--- src/rtl/risc_spm_pkg.sv ---
// Shared definitions for the CPU/host memory arbiter: FSM encoding,
// default RAM geometry and requester IDs.
package risc_spm_pkg;

  typedef enum logic [1:0] {
    IDLE = 2'd0,
    ADDR = 2'd1,
    DATA = 2'd2,
    DONE = 2'd3
  } state_t;

  localparam int ADDR_W_DEF = 8;
  localparam int DATA_W_DEF = 8;

  localparam int CPU_ID  = 0;
  localparam int HOST_ID = 1;

  localparam int NUM_REQ = 2;

  // Round-robin rule: with both requesting, the one not served last wins.
  function automatic logic rr_pick(input logic [1:0] req, input logic last);
    logic pick;
    pick = 1'(CPU_ID);
    case (req)
      2'b01:   pick = 1'(CPU_ID);
      2'b10:   pick = 1'(HOST_ID);
      2'b11:   pick = ~last;
      default: pick = 1'(CPU_ID);
    endcase
    return pick;
  endfunction

endpackage

--- src/rtl/rr_arb2.sv ---
// Combinational two-way round-robin pick between CPU (bit 0) and host (bit 1).
module rr_arb2
  import risc_spm_pkg::*;
(
  input  logic [1:0] req,
  input  logic       last,
  output logic       valid,
  output logic       pick
);

  always_comb begin
    valid = |req;
    pick  = rr_pick(req, last);
  end

endmodule

--- src/rtl/mem_arbiter.sv ---
// Shares one synchronous single-port RAM between a CPU and a host loader.
// Each access is a fixed four-cycle walk IDLE -> ADDR -> DATA -> DONE.
module mem_arbiter
  import risc_spm_pkg::*;
#(
  parameter int ADDR_W     = ADDR_W_DEF,
  parameter int DATA_W     = DATA_W_DEF,
  parameter bit FIRST_HOST = 1'b0
) (
  input  logic              clk,
  input  logic              rst,
  input  logic              cpu_req,
  input  logic              cpu_we,
  input  logic [ADDR_W-1:0] cpu_addr,
  input  logic [DATA_W-1:0] cpu_wdata,
  output logic              cpu_ack,
  output logic [DATA_W-1:0] cpu_rdata,
  input  logic              host_req,
  input  logic              host_we,
  input  logic [ADDR_W-1:0] host_addr,
  input  logic [DATA_W-1:0] host_wdata,
  output logic              host_ack,
  output logic [DATA_W-1:0] host_rdata,
  output logic [ADDR_W-1:0] mem_addr,
  output logic [DATA_W-1:0] mem_wdata,
  output logic              mem_we,
  input  logic [DATA_W-1:0] mem_rdata,
  output logic              busy,
  output logic              gnt_host
);

  state_t            state_reg, state_next;
  logic              winner_reg, winner_next;
  logic              we_reg, we_next;
  logic [ADDR_W-1:0] addr_reg, addr_next;
  logic [DATA_W-1:0] wdata_reg, wdata_next;
  logic              last_reg, last_next;

  logic [NUM_REQ-1:0] req_vec;
  logic [NUM_REQ-1:0] we_vec;
  logic [NUM_REQ-1:0] ack_vec;
  logic [ADDR_W-1:0]  addr_vec  [NUM_REQ];
  logic [DATA_W-1:0]  wdata_vec [NUM_REQ];

  logic pick_valid;
  logic pick_id;
  logic capture;

  assign req_vec              = {host_req, cpu_req};
  assign we_vec               = {host_we, cpu_we};
  assign addr_vec[CPU_ID]     = cpu_addr;
  assign addr_vec[HOST_ID]    = host_addr;
  assign wdata_vec[CPU_ID]    = cpu_wdata;
  assign wdata_vec[HOST_ID]   = host_wdata;

  rr_arb2 u_arb (
    .req   (req_vec),
    .last  (last_reg),
    .valid (pick_valid),
    .pick  (pick_id)
  );

  always_ff @(posedge clk or posedge rst) begin
    if (rst) begin
      state_reg  <= IDLE;
      winner_reg <= 1'(CPU_ID);
      we_reg     <= 1'b0;
      addr_reg   <= '0;
      wdata_reg  <= '0;
      last_reg   <= FIRST_HOST;
    end else begin
      state_reg  <= state_next;
      winner_reg <= winner_next;
      we_reg     <= we_next;
      addr_reg   <= addr_next;
      wdata_reg  <= wdata_next;
      last_reg   <= last_next;
    end
  end

  // Outputs decode from the state register so an asynchronous reset
  // removes mem_we before the write edge can occur.
  always_comb begin
    state_next  = state_reg;
    winner_next = winner_reg;
    we_next     = we_reg;
    addr_next   = addr_reg;
    wdata_next  = wdata_reg;
    last_next   = last_reg;
    mem_addr    = '0;
    mem_wdata   = '0;
    mem_we      = 1'b0;
    busy        = 1'b1;

    case (state_reg)
      IDLE: begin
        busy = 1'b0;
        if (pick_valid) begin
          state_next  = ADDR;
          winner_next = pick_id;
          we_next     = we_vec[pick_id];
          addr_next   = addr_vec[pick_id];
          wdata_next  = wdata_vec[pick_id];
          last_next   = pick_id;
        end
      end
      ADDR: begin
        mem_addr   = addr_reg;
        mem_wdata  = wdata_reg;
        mem_we     = we_reg;
        state_next = DATA;
      end
      DATA: begin
        mem_addr   = addr_reg;
        mem_wdata  = wdata_reg;
        state_next = DONE;
      end
      DONE: begin
        state_next = IDLE;
      end
      default: begin
        state_next = IDLE;
      end
    endcase
  end

  assign capture  = (state_reg == DATA) && !we_reg;
  assign gnt_host = (state_reg != IDLE) && (winner_reg == 1'(HOST_ID));

  for (genvar gi = 0; gi < NUM_REQ; gi++) begin : g_port
    logic [DATA_W-1:0] rdata_reg;

    always_ff @(posedge clk or posedge rst) begin
      if (rst) begin
        rdata_reg <= '0;
      end else if (capture && (winner_reg == 1'(gi))) begin
        rdata_reg <= mem_rdata;
      end
    end

    assign ack_vec[gi] = (state_reg == DONE) && (winner_reg == 1'(gi));
  end

  assign cpu_ack    = ack_vec[CPU_ID];
  assign host_ack   = ack_vec[HOST_ID];
  assign cpu_rdata  = g_port[CPU_ID].rdata_reg;
  assign host_rdata = g_port[HOST_ID].rdata_reg;

endmodule

--- config.mk ---
export PLATFORM = sky130hd
export DESIGN_NAME = mem_arbiter
export DESIGN_NICKNAME = d
export VERILOG_FILES = /design/src/rtl/risc_spm_pkg.sv /design/src/rtl/rr_arb2.sv /design/src/rtl/mem_arbiter.sv
export SDC_FILE = /design/constraint.sdc
export NUM_CORES = 1
export LEC_CHECK = 0
export CAP_MARGIN = 20
export CORE_MARGIN = 5
export CORE_UTILIZATION = 37
export CTS_CLUSTER_SIZE = 8
export DETAILED_ROUTE_END_ITERATION = 10
export PLACE_DENSITY = 0.84
export SYNTH_ARGS = -nofsm -noshare
export SYNTH_HDL_FRONTEND = slang
export SYNTH_HIERARCHICAL = 1
export SYNTH_SLANG_ARGS = --single-unit
--- constraint.sdc ---
create_clock -name clk -period 1.5 [get_ports clk]
set_input_delay 0.3 -clock clk [delete_from_list [all_inputs] [get_ports clk]]
set_output_delay 0.3 -clock clk [all_outputs]
set_load 0.01 [all_outputs]
=== Word level (Yosys, flattened, before mapping) ===
Index checks and enable logic that the tools add are counted.

* ROM bits: 0
* Input port bits: 46
* Memory bits (writable): 0
* Flip-flop bits (word level): 36
* Memories: 0
* Logic and storage cells: 44
* Bits in latches: 0

* Shift-type cells: 0
* Multipliers: 0
* Mux-type cells: 15
* Div/mod/pow operators: 0
* Reductions and logical operators: 12
* $add $sub $neg: 0
* Bitwise gates (word level): 2
* Equality and inequality tests: 6
* Magnitude comparators: 2

{| class="wikitable"
|+ Operator list
! operator !! count
|-
| 8-bit 2-to-1 mux || 8
|-
| 2-bit equality test, second input constant || 4
|-
| 2-bit one-hot mux with 4 select lines || 1
|-
| 1-bit logical AND || 6
|-
| 1-bit 2-to-1 mux || 4
|-
| 2-bit OR reduction || 2
|-
| 2-bit by 1-bit equality test with 1-bit output, second input constant || 1
|-
| 2-bit >= comparator, second input constant || 1
|-
| 2-bit zero test || 1
|-
| 1-bit by 2-bit < comparator with 1-bit output, second input constant || 1
|-
| 2-bit 2-to-1 mux || 1
|-
| 2-bit != test, second input constant || 1
|-
| 1-bit NOT with 2-bit output || 1
|-
| 1-bit one-hot mux with 2 select lines || 1
|-
| 2-bit AND reduction || 1
|-
| 2-bit nonzero test || 1
|-
| 1-bit zero test || 1
|-
| 1-bit NOT || 1
|}

=== Depth between registers and ports, before layout ===
* Depth in word-level cells: 6
* Gate-level depth with buffers: 6
* Mapped depth without buffers: 4

=== Hierarchy ===
Netlist, hierarchy kept.

{| class="wikitable"
|+ By module, submodules not included
! module !! seq. area each (um^2) !! cells an instance !! times used !! area an instance (um^2)
|-
| mem_arbiter || 900.9 || 149 || 1 || 1,757.9
|-
| rr_arb2 || 0.0 || 2 || 1 || 13.8
|}

=== Worst setup path before layout ===
Ideal clock, no wire load.

* Path kind: reg-to-reg
* Start: register state_reg[0]
* End: register g_port[0].rdata_reg[0], in the netlist cpu_rdata[0]
* Cell stages (with the launch flop): 5
* Data required time: 1,375 ps
* Slack: -21 ps
* Data arrival time: 1,396 ps
* Cells stage by stage: dfrtp_1 inv_1 ha_1 nor3b_4 mux2_2

* Longest elaborated chain between the ends: 3

{| class="wikitable"
|+ RTL lines
! element !! line !! source
|-
| start: declaration || mem_arbiter.sv:32 || <nowiki>state_t state_reg, state_next;</nowiki>
|-
| start signal: assignment || mem_arbiter.sv:72 || <nowiki>state_reg <= state_next;</nowiki>
|-
| 2-bit equality test || mem_arbiter.sv:127 || <nowiki>assign capture = (state_reg == DATA) && !we_reg;</nowiki>
|-
| 1-bit logical AND || mem_arbiter.sv:127 ||
|-
| 1-bit logical AND || mem_arbiter.sv:136 || <nowiki>end else if (capture && (winner_reg == 1'(gi))) begin</nowiki>
|-
| end signal: assignment || mem_arbiter.sv:137 || <nowiki>rdata_reg <= mem_rdata;</nowiki>
|-
| end: declaration || mem_arbiter.sv:131 || <nowiki>logic [DATA_W-1:0] rdata_reg;</nowiki>
|}

Every way passes these cells.
A chain may end at the register's enable or synchronous reset.

=== Worst setup path in the final report ===
* Start: register state_reg[0]
* End: output port mem_addr[6]

* Longest elaborated chain between the ends: 3
* Elaborated cells between the ends (all ways): 4
* Classes of those cells: 2 x eq/ne; 1 x mux; 1 x reduce/logical

{| class="wikitable"
|+ RTL lines
! element !! line !! source
|-
| 2-bit equality test or 2-bit by 1-bit equality test with 1-bit output (tied branches) || mem_arbiter.sv:95 || <nowiki>case (state_reg)</nowiki>
|-
| 2-bit OR reduction (no line) (*) || - ||
|-
| 8-bit 2-to-1 mux (*) || mem_arbiter.sv:95 ||
|-
| end: declaration || mem_arbiter.sv:24 || <nowiki>output logic [ADDR_W-1:0] mem_addr,</nowiki>
|}

Mark *: on every way between the ends. The rest lies on a longest branch, timed or not.

==> key figures <==
Status
  – Status: complete, but fails checks
  – Failing checks: setup timing

Worst setup path
  – Crit path cell chain: inv_2 -> ha_4 -> buf_6 -> and2_1 -> buf_2
  – CP endpoint kind: primary output
  – Critical path's top delay family: flip-flops
  – Crit-path max cell delay: 0.39 ns
  – WP buf/inv: 3
  – Crit start category: flop
  – Worst Path Arrival: 1.38 ns
  – Critical path's slowest cell: dfrtp_1
  – Worst-path fanout max: 9
  – CP Class: flop to primary output
  – Critical Path RT: 1.20 ns

Synthesis
  – Syn nets: 202
  – Top-area cell type share of the netlist area: 0.508
  – Ranking of synthesized cells by area: dfrtp_1 (51%), mux2i_1 (10%), mux2_2 (10%)
  – Synth unique cells: 20
  – Most common cell in the netlist: dfrtp_1
  – Post-Syn Instances: 151
  – Biggest area consumer among synthesized cells: dfrtp_1
  – Most common library cells after synthesis: dfrtp_1 (36), a21oi_1 (34), and2_1 (19), mux2i_1 (18), mux2_2 (16)
  – Number of synthesized flops with an enable pin: 0
  – Synthesis Warnings: 6
  – Syn Area/Cell: 11.7 um2
  – Seq/Total Area, Yosys: 0.508
  – Fraction of registers with async set or reset after synthesis: 1.00
  – Mapped Area: 1770 um2
  – Synth Flop Type: dfrtp_1
  – #FFs+latches synth: 36

Drt
  – Final WL: 4820 um
  – Drt via density: 4.86
  – DR WL/cell: 15.9 um
  – DRC: 0
  – DR iter-0 viols: 67
  – Pre-antenna DRT Iters: 4
  – Antenna Nets Post-Route: 0
  – Via count: 1476

GRT
  – Initial antenna violation count: 0
  – Vias in the first global route: 1603
  – Global-route wire length before repair: 7800 um
  – Largest net degree at the start of global routing: 37
  – GRT Total Usage: 0.159
  – GR Overflow Total: 0

STA
  – Endpoints failing hold: 0
  – Final WS setup: -0.180 ns
  – Final Slew Violations: 0
  – Fmax: 0.595 GHz
  – Rel. slew slack: 0.838
  – RSZ-0062 raised after global routing: true
  – Worst hold slack: 0.367 ns
  – Fin crit period: 1.68 ns
  – Finish-stage setup viols: 27
  – Worst slew pin tran: 0.241 ns
  – Final period util: 1.12
  – Setup Skew: 0.00707 ns

Floorplanning
  – Initial core utilization: 0.378
  – Die height: 79.2 um
  – Die area: 6270 um2
  – Core area: 4690 um2
  – I/O Pins: 83
  – Die W: 79.2 um
  – Std cell rows: 25

Clock network
  – Worst-Skew Late Latency: 0.29 ns
  – Register clock-pin slew on the reported worst setup and hold paths: 0.07 ns
  – Root Buffer Master: clkbuf_8
  – Bufs on Longest Clock Path: 2
  – Max H-tree Level: 2
  – Count of clock tree sinks: 36
  – CTS tree: done
  – Num CTS Buffers: 5

Job
  – # Max-Cap Violations: 0

Cells and area
  – Nets@finish: 300
  – Share of cells above drive strength 1: 0.320
  – Fillers: 384
  – # diodes: 0
  – Post-layout util: 0.622
  – Storage element area: 901 um2
  – Area of the multi-input gates: 866 um2
  – Area Growth Syn to Fin: 64.7%

Power
  – Max VDD drop: 1.24 mV
  – Total power: 6220 uW
  – Static Leak: 0.00139 uW
  – P per Cell Area: 2130 nW/um2

Placed design
  – GP Congestion: 0.799
  – Dpl hpwl: 3540 um
  – IO Port Bufs: 82

Worst hold path
  – Worst hold path type: primary input to async pin
-- logic make-up after synthesis --
| family | count (synthesis) | share of synthesized area |
|---|---|---|
| muxes | 36 | 0.216 |
| DFF | 36 | 0.508 |
| AOI/OAI and AO/OA | 35 | 0.100 |
| and+or+nand+nor | 26 | 0.101 |
| buffers and inverters | 13 | 0.0388 |
| adders and majority gates | 5 | 0.0353 |
-- tightest hold or removal path, stage by stage --
cell	delay, ns
clkdlybuf4s50_1	0.39
inv_1	0.10
buf_12	0.22
-- metal layers --
layer  GRT usage  share of wire  wire (um)  up-vias
li1            -              -          -      723
met4      0.0601          0.019         92        0
met3      0.0544          0.066        317       10
met2       0.260           0.49       2360       48
met1       0.194           0.43       2050      695
met5           0              0          0        -
-- through the flow --
step | cells | setup slack [ns] | area (um2) | setup TNS, ns
final | 304 | -0.180 | 2920 | -3.38
after CTS | 303 | -0.182 | 2870 | -3.39
after detailed placement | 295 | -0.333 | 2780 | -8.80
after global routing | 304 | -0.255 | 2920 | -5.29
after floorplan | 151 | 0.0183 | 1770 | 0
after global placement | 295 | -0.297 | 2780 | -7.28
-- timing repair --
item / 4_1_cts / 5_1_grt
gates resized for setup: 108 / 16
endpoints found under the setup margin: 32 / 41
hold buffers: 0 / 0
setup buffers: 1 / 1
-- placed cells by master (no fill, tap or decap), types with 10 or more instances in the layout --
master           netlist  final
dlymetal6s2s_1         0     12
mux2_2                16     16
a21oi_1               34     34
buf_6                  1     10
buf_2                  4     13
and2_1                19     11
buf_4                  2     13
mux2i_1               18     18
clkdlybuf4s50_1        0     46
dfrtp_1               36     36
-- power by group --
group          leakage, uW  internal [uW]  switching [uW]
combinational     0.000933           2130            1640
clock            0.0000516            375             336
sequential        0.000409           1470             271
total              0.00139           3970            2250
-- final cells by class --
cell class / instances / area share
timing repair buffer: 100 / 0.333
sequential: 36 / 0.309
multi-input combinational: 102 / 0.297
clock buffer: 6 / 0.0283
tap: 54 / 0.0232
inverter: 4 / 0.00515
clock inverter: 2 / 0.00472
-- worst paths after layout --
path                                from             to  slack, ns  cells after the start
min in group clk           host_rdata[0]  host_rdata[0]       0.51                      1
max                         state_reg[0]    mem_addr[6]      -0.18                      5
max in group asynchronous            rst   wdata_reg[0]       0.95                      3
min reg2reg                host_rdata[0]  host_rdata[0]       0.51                      1
max reg2reg                 state_reg[0]   cpu_rdata[3]      -0.08                      6
min                                  rst  host_rdata[6]       0.37                      3
Power figures use the tool's default switching activity.
